### config.mk
export PLATFORM = sky130hd
export DESIGN_NAME = rtclock_core
export DESIGN_NICKNAME = d
export VERILOG_FILES = /design/src/rtl/rtclock_core.sv
export SDC_FILE = /design/constraint.sdc
export NUM_CORES = 1
export LEC_CHECK = 0
export BUFFER_PORTS_ARGS = -buffer_cell sky130_fd_sc_hd__buf_2
export CAP_MARGIN = 30
export CORE_AREA = 5 5 116 118
export CTS_BUF_LIST = sky130_fd_sc_hd__clkbuf_16
export DETAILED_ROUTE_END_ITERATION = 7
export DIE_AREA = 0 0 121 123
export GPL_ROUTABILITY_DRIVEN = 0
export HOLD_SLACK_MARGIN = 0.08
export PLACE_DENSITY_LB_ADDON = 0.05
export SLEW_MARGIN = 5
export SYNTH_ARGS = -nofsm -noshare
export SYNTH_HDL_FRONTEND = slang
export SYNTH_SLANG_ARGS = --single-unit
### constraint.sdc
create_clock -name clk -period 14.91 [get_ports clk]
set_input_delay 1.491 -clock clk [delete_from_list [all_inputs] [get_ports clk]]
set_output_delay 1.491 -clock clk [all_outputs]
set_load 0.02 [all_outputs]
### src/rtl/rtclock_core.sv
// rtclock_core: free-running seconds/nanoseconds time-of-day counter with load and PPS output
module rtclock_core #(
   parameter int unsigned C_NS_INC_INT  = 4,
   parameter int unsigned C_NS_INC_FRAC = 0,
   parameter int unsigned C_PPS_WIDTH   = 8
) (
   input  logic        clk,
   input  logic        reset,
   input  logic [31:0] control_reg,
   input  logic [63:0] sec_config_reg,
   output logic [63:0] sec_state_reg,
   output logic [29:0] ns_state,
   output logic        sec_tick,
   output logic        pps_out,
   output logic        load_done
);
   localparam logic [31:0] NS_PER_SEC = 32'd1_000_000_000;
   localparam logic [31:0] NS_INC     = C_NS_INC_INT;
   localparam logic [15:0] FRAC_INC   = C_NS_INC_FRAC[15:0];
   localparam logic [7:0]  PPS_W      = C_PPS_WIDTH[7:0];

   logic        enable, load_req, pps_en, unused_ctrl;
   logic [15:0] frac_q, frac_d;
   logic [29:0] ns_q, ns_d;
   logic [63:0] sec_q, sec_d;
   logic        tick_q, tick_d;
   logic        req_q, req_d;
   logic        armed_q, armed_d;
   logic        pend_q, pend_d;
   logic        applied_q, applied_d;
   logic        done_q, done_d;
   logic [7:0]  pps_cnt_q, pps_cnt_d;
   logic [16:0] frac_sum;
   logic [31:0] ns_sum, ns_wrapped;
   logic        wrap;

   assign enable      = control_reg[0];
   assign load_req    = control_reg[1];
   assign pps_en      = control_reg[2];
   assign unused_ctrl = ^control_reg[31:3];

   // time advance, load priority, load_req edge pipeline and pps pulse counter
   always_comb begin
      frac_sum   = {1'b0, frac_q} + {1'b0, FRAC_INC};
      ns_sum     = {2'b00, ns_q} + NS_INC + {31'd0, frac_sum[16]};
      ns_wrapped = ns_sum - NS_PER_SEC;
      wrap       = ns_sum >= NS_PER_SEC;
      frac_d     = frac_q;
      ns_d       = ns_q;
      sec_d      = sec_q;
      tick_d     = 1'b0;
      if (pend_q) begin
         frac_d = '0;
         ns_d   = '0;
         sec_d  = sec_config_reg;
      end else if (enable) begin
         frac_d = frac_sum[15:0];
         ns_d   = wrap ? ns_wrapped[29:0] : ns_sum[29:0];
         sec_d  = sec_q + {63'd0, wrap};
         tick_d = wrap;
      end
      // armed_q blocks a level already high at reset release from looking like an edge
      req_d     = load_req;
      armed_d   = 1'b1;
      pend_d    = armed_q & load_req & ~req_q;
      applied_d = pend_q;
      done_d    = applied_q;
      pps_cnt_d = !pps_en ? 8'd0 : tick_q ? PPS_W : (pps_cnt_q != 8'd0) ? pps_cnt_q - 8'd1 : 8'd0;
   end

   // state registers with synchronous reset
   always_ff @(posedge clk) begin
      if (reset) begin
         frac_q    <= '0;
         ns_q      <= '0;
         sec_q     <= '0;
         tick_q    <= 1'b0;
         req_q     <= 1'b0;
         armed_q   <= 1'b0;
         pend_q    <= 1'b0;
         applied_q <= 1'b0;
         done_q    <= 1'b0;
         pps_cnt_q <= '0;
      end else begin
         frac_q    <= frac_d;
         ns_q      <= ns_d;
         sec_q     <= sec_d;
         tick_q    <= tick_d;
         req_q     <= req_d;
         armed_q   <= armed_d;
         pend_q    <= pend_d;
         applied_q <= applied_d;
         done_q    <= done_d;
         pps_cnt_q <= pps_cnt_d;
      end
   end

   assign sec_state_reg = sec_q;
   assign ns_state      = ns_q;
   assign sec_tick      = tick_q;
   assign pps_out       = pps_cnt_q != 8'd0;
   assign load_done     = done_q;
endmodule

* After elaboration in Yosys (flattened, before gate mapping)
Cells that the tools add are included.
Word-level totals: logic and storage cells 33, bits in registers 108, input port bits 98
Operators by class: $add $sub $neg 4, mux-type cells 6, order comparisons 1, reductions and logical operators 6, bitwise operators 6
Operator list (number):
- $mux W64 | 2
- $add A64 B1 Y64 | 1
- $add A30 B3 Y31 const B | 1
- $ge A31 B30 Y1 const B | 1
- $mux W30 | 1
- $sub A30 B30 Y30 const B | 1
- $mux W4 | 2
- $reduce_bool A8 Y1 | 1
- $sub A8 B1 Y8 const B | 1
- $not A1 Y1 | 4
- $reduce_or A2 Y1 | 2
- $reduce_or A4 Y1 | 1
- $reduce_or A3 Y1 | 1
- $and A1 B1 Y1 | 2
- $reduce_bool A2 Y1 | 1
- $mux W1 | 1

* Depth between registers and ports, before layout
word-level depth 5, mapped depth 26, mapped depth without buffers 24

* Worst setup path before layout
No wires, ideal clock.
path kind register to register, start register ns_q[2], in the netlist ns_state[2], end register sec_q[62], in the netlist sec_state_reg[62], data required time 14.836 ns, buffers on the path 2, arrival 5.655 ns, setup time 0.074 ns, stages on the path, launching flop included 25, period minus slack after synthesis 5.730 ns, path slack 9.180 ns, path through dfxtp_1 > ha_1 > nand4_1 > buf_2 > nor2_1 > nand3_1 > xor2_1 > ha_1 > o41a_1 > o2bb2ai_1 > a21oi_1 > o221ai_4 > a21o_1 > buf_6 > nand2_1 > ha_1 > ha_1 > nand2_1 > nor4_1 > nor3b_2 > nand2_1 > nor3_2 > nand4_1 > or3_1 > a31oi_1
On the way: longest elaborated chain between the ends 5
RTL lines:
- start: declaration | RTL line 24 | logic [29:0] ns_q, ns_d;
- start signal: assignment | RTL line 86 | ns_q <= ns_d;
- $add A30 B3 Y31 | RTL line 45 | ns_sum = {2'b00, ns_q} + NS_INC + {31'd0, frac_sum[16]};
- $ge A31 B30 Y1 | RTL line 47 | wrap = ns_sum >= NS_PER_SEC;
- via wrap | RTL line 35 | logic wrap;
- $add A64 B1 Y64 | RTL line 59 | sec_d = sec_q + {63'd0, wrap};
- $mux W64 | RTL line 56 | end else if (enable) begin
- $mux W64 | RTL line 52 | if (pend_q) begin
- end signal: assignment | RTL line 76 | sec_q <= '0;
- end signal: assignment | RTL line 87 | sec_q <= sec_d;
- end: declaration | RTL line 25 | logic [63:0] sec_q, sec_d;
The timed path passes the listed nets, and every way through them passes these cells. The select of a mux whose other input is x is not followed. A chain may end at the register's enable or synchronous reset.

* Worst setup path in the final report
Ends and elaborated chain as after synthesis.

==> results.md <==
* Part of the cycle the worst path needs at 50.1%
* Setup Total Neg Slack at 0 ns
* Nets at 1,156
* Final slew viol count at 0
* Die width at 121 um
* Max Cap Viol at 0
* Avg Cell Area, Syn at 7.50 sq um
* Flops & latches, synth at 106
* Starting density of the core at 56.7%
* Final setup viols at 0
* Largest net degree at the start of global routing at 103
* I/O Pins at 195
* Gr usage total at 26.2%
* Post-DP HPWL at 13,900 um
* Share of cells above drive strength 1 at 20.0%
* CTS sink count at 106
* P_int at 0.478 mW
* Worst VDD drop at 0.0655 mV
* H-tree levels at 3
* Layout area overhead at 15.9%
* Max_slew headroom at 26.5%
* Sw Ratio at 28.6%
* Layout Cells excl Fill at 1,230
* Port Buffer Count at 163
* Core Util, Final at 65.7%
* Asr flop ratio synth at 0%
* Placed Cells at 1,213
* Final setup skew at 0.0132 ns
* Vias/cell at 5.79
* Warnings, synthesis at 0
* Most common flop cell mapped by yosys: dfxtp_1
* Combinational group share of total power at 17.5%
* Die area at 0.0149 sq mm
* Post-route cell area at 0.00812 sq mm
* Std-Cell Core Area at 0.0124 sq mm
* Routed vias at 7,121
* Startpoint types: flop
* Post-CTS Setup Bufs at 0
* Pleak at 3.26 nW
* Antenna-violating nets left at 0
* Pwr dens at 82.5 mW/mm^2
* Distinct cells, synth at 79
* Pre-CTS setup slack at 7.68 ns
* Cell count after synthesis at 935
* Min cycle time layout at 7.46 ns
* Diodes inserted at 0
* TritonCTS clock tree: done
* Setup crit end kind: flop
* Placed Area at 0.00780 sq mm
* CP required at 15.19 ns
* Final hold vios at 0
* Initial DRT Pass Iterations at 7
* Number of remaining DRC errors at 0
* Post-synthesis cell area at 0.00701 sq mm
* Clock tree buffer depth at 2
* Avg WL per Cell at 15.9 um
* Clock power frac at 36.0%
* Vias in the first global route at 6,561
* Fin worst setup slack at 7.45 ns
* Overall power at 0.670 mW
* Status: finished, final reports clean
* Hold_ws at 0.439 ns
* Sequential power share at 46.5%
* Worst-Margin Slew at 1.09 ns
* RSZ-0062 raised after global routing: false
* CP Max Fanout at 15
* Yosys top cell by area: dfxtp_1
* Top post-synthesis cells by area: dfxtp_1, nor2_1, nand2_1
* Hold crit path type: flop to flop
* Sw power at 0.192 mW
* FMAX at 134 MHz
* CTS Buf Count at 9
* Clock transition at the registers of the reported paths at 0.08 ns
* Final WL at 19,600 um
* Worst-skew pair later-pin latency at 0.35 ns
* Crit path DAT at 7.75 ns
* Max FFs per register at 64
* CTS Hold Buffers Added at 0
* Root Buffer Master: clkbuf_16
* # resized after CTS at 0
* Seq/Total Area, Yosys at 30.3%
* DR iter-0 viols at 618
* Number of synthesized flops with an enable pin at 0
* Initial antenna violation count at 4
* Num rows at 41
* DIE HEIGHT at 123 um
* Total gr overflow at 0
* Setup CP Type: flop to flop
* Post-synth top area share at 30.3%
* Global-route wire length before repair at 32,100 um
-- metal layers --
metal | vias to the layer above | share of wire (%) | GRT usage [%]
met1 | 3240 | 43 | 33.6
met4 | 8 | 2.4 | 8.07
met2 | 271 | 46 | 42.0
li1 | 3559 | - | -
met5 | - | 0.24 | 0
met3 | 43 | 9.2 | 8.74
-- synth_stat cells (10+ instances only) --
library cell and number:
nor2_1 144, o21ai_0 28, nor3_1 19, nand3_1 44, a21oi_1 62, nor2b_1 11
inv_1 13, xor2_1 41, nand2_1 104, nand4_1 34, buf_2 11, or3_1 21
mux2i_1 25, and2_1 16, nor4_1 10, xnor2_1 36, and3_1 17, clkbuf_1 37
and4_1 10, dfxtp_1 106
-- cells in the final DEF (no fill, tap or decap), types with 5 or more instances in the layout --
cell type / n
inv_1: 13
nor2b_1: 11
nor3b_1: 5
mux2i_1: 25
a2111oi_0: 5
and4_1: 10
clkbuf_16: 9
or3_1: 21
xnor2_1: 36
o31ai_1: 7
a31oi_1: 7
and2_1: 16
a211oi_1: 7
nor4_1: 10
buf_2: 164
o2111ai_1: 6
dfxtp_1: 105
nand4_1: 34
nand2_1: 104
xor2_1: 41
ha_1: 5
buf_4: 6
o21ai_0: 28
o21a_1: 9
and3_1: 17
nand3_1: 44
a21oi_1: 62
nor3_1: 19
nor2_1: 144
-- worst max-delay path, stage by stage (launching register included) --
cell	delay, ns
dfxtp_1	0.48
ha_1	0.32
nand4_1	0.40
nor4_1	1.02
a311oi_1	0.21
a32oi_1	0.77
nand2_1	0.36
a21o_1	0.48
nand2_1	0.27
ha_1	0.22
ha_1	0.18
nand2_1	0.10
nor4_1	0.45
nor3b_2	0.66
nand2_1	0.25
nor3_2	0.54
nand4_1	0.18
or3_1	0.32
a31oi_1	0.15
-- kinds of logic (layout without fill, tap and decap cells) --
logic type / count (synthesis) / after routing / share of synthesized area, %
AO/OA/AOI/OAI: 177 / 177 / 16.9
flip-flops: 106 / 106 / 30.3
multiplexers: 27 / 27 / 3.89
adder cells (fa/ha/maj): 5 / 5 / 0.892
AND/OR/NAND/NOR: 464 / 464 / 33.4
other: 1 / 2 / 0.0535
XOR/XNOR: 77 / 77 / 9.62
buffers and inverters: 78 / 200 / 4.93
-- power by group through the flow --
| stage | Clock (mW) | Sequential, mW | Combinational, mW |
|---|---|---|---|
| floorplan | 0 | 0.322 | 0.0793 |
| global placement | 0 | 0.318 | 0.115 |
| detailed placement | 0 | 0.318 | 0.116 |
| CTS | 0.248 | 0.312 | 0.118 |
| global route | 0.258 | 0.314 | 0.131 |
| finish | 0.241 | 0.312 | 0.117 |
-- cell type report --
type	instances	area, sq um
clock buffer	9	225
clock inverter	7	68.8
fill	1135	4240
inverter	13	48.8
multi-input combinational	752	4550
sequential	106	2130
tap	172	215
timing repair buffer	171	893
-- path summary, 6_finish.rpt --
path | from | to | slack [ns] | cells after the start
worst min-delay path | applied_q$_SDFF_PP0_ | load_done$_SDFF_PP0_ | 0.44 | 1
worst max-delay path | ns_state[2]$_SDFFE_PP0P_ | sec_state_reg[62]$_SDFFE_PP0P_ | 7.45 | 18
worst min register to register | applied_q$_SDFF_PP0_ | load_done$_SDFF_PP0_ | 0.44 | 1
worst max register to register | ns_state[2]$_SDFFE_PP0P_ | sec_state_reg[62]$_SDFFE_PP0P_ | 7.45 | 18
(Power assumes the default switching activity.)
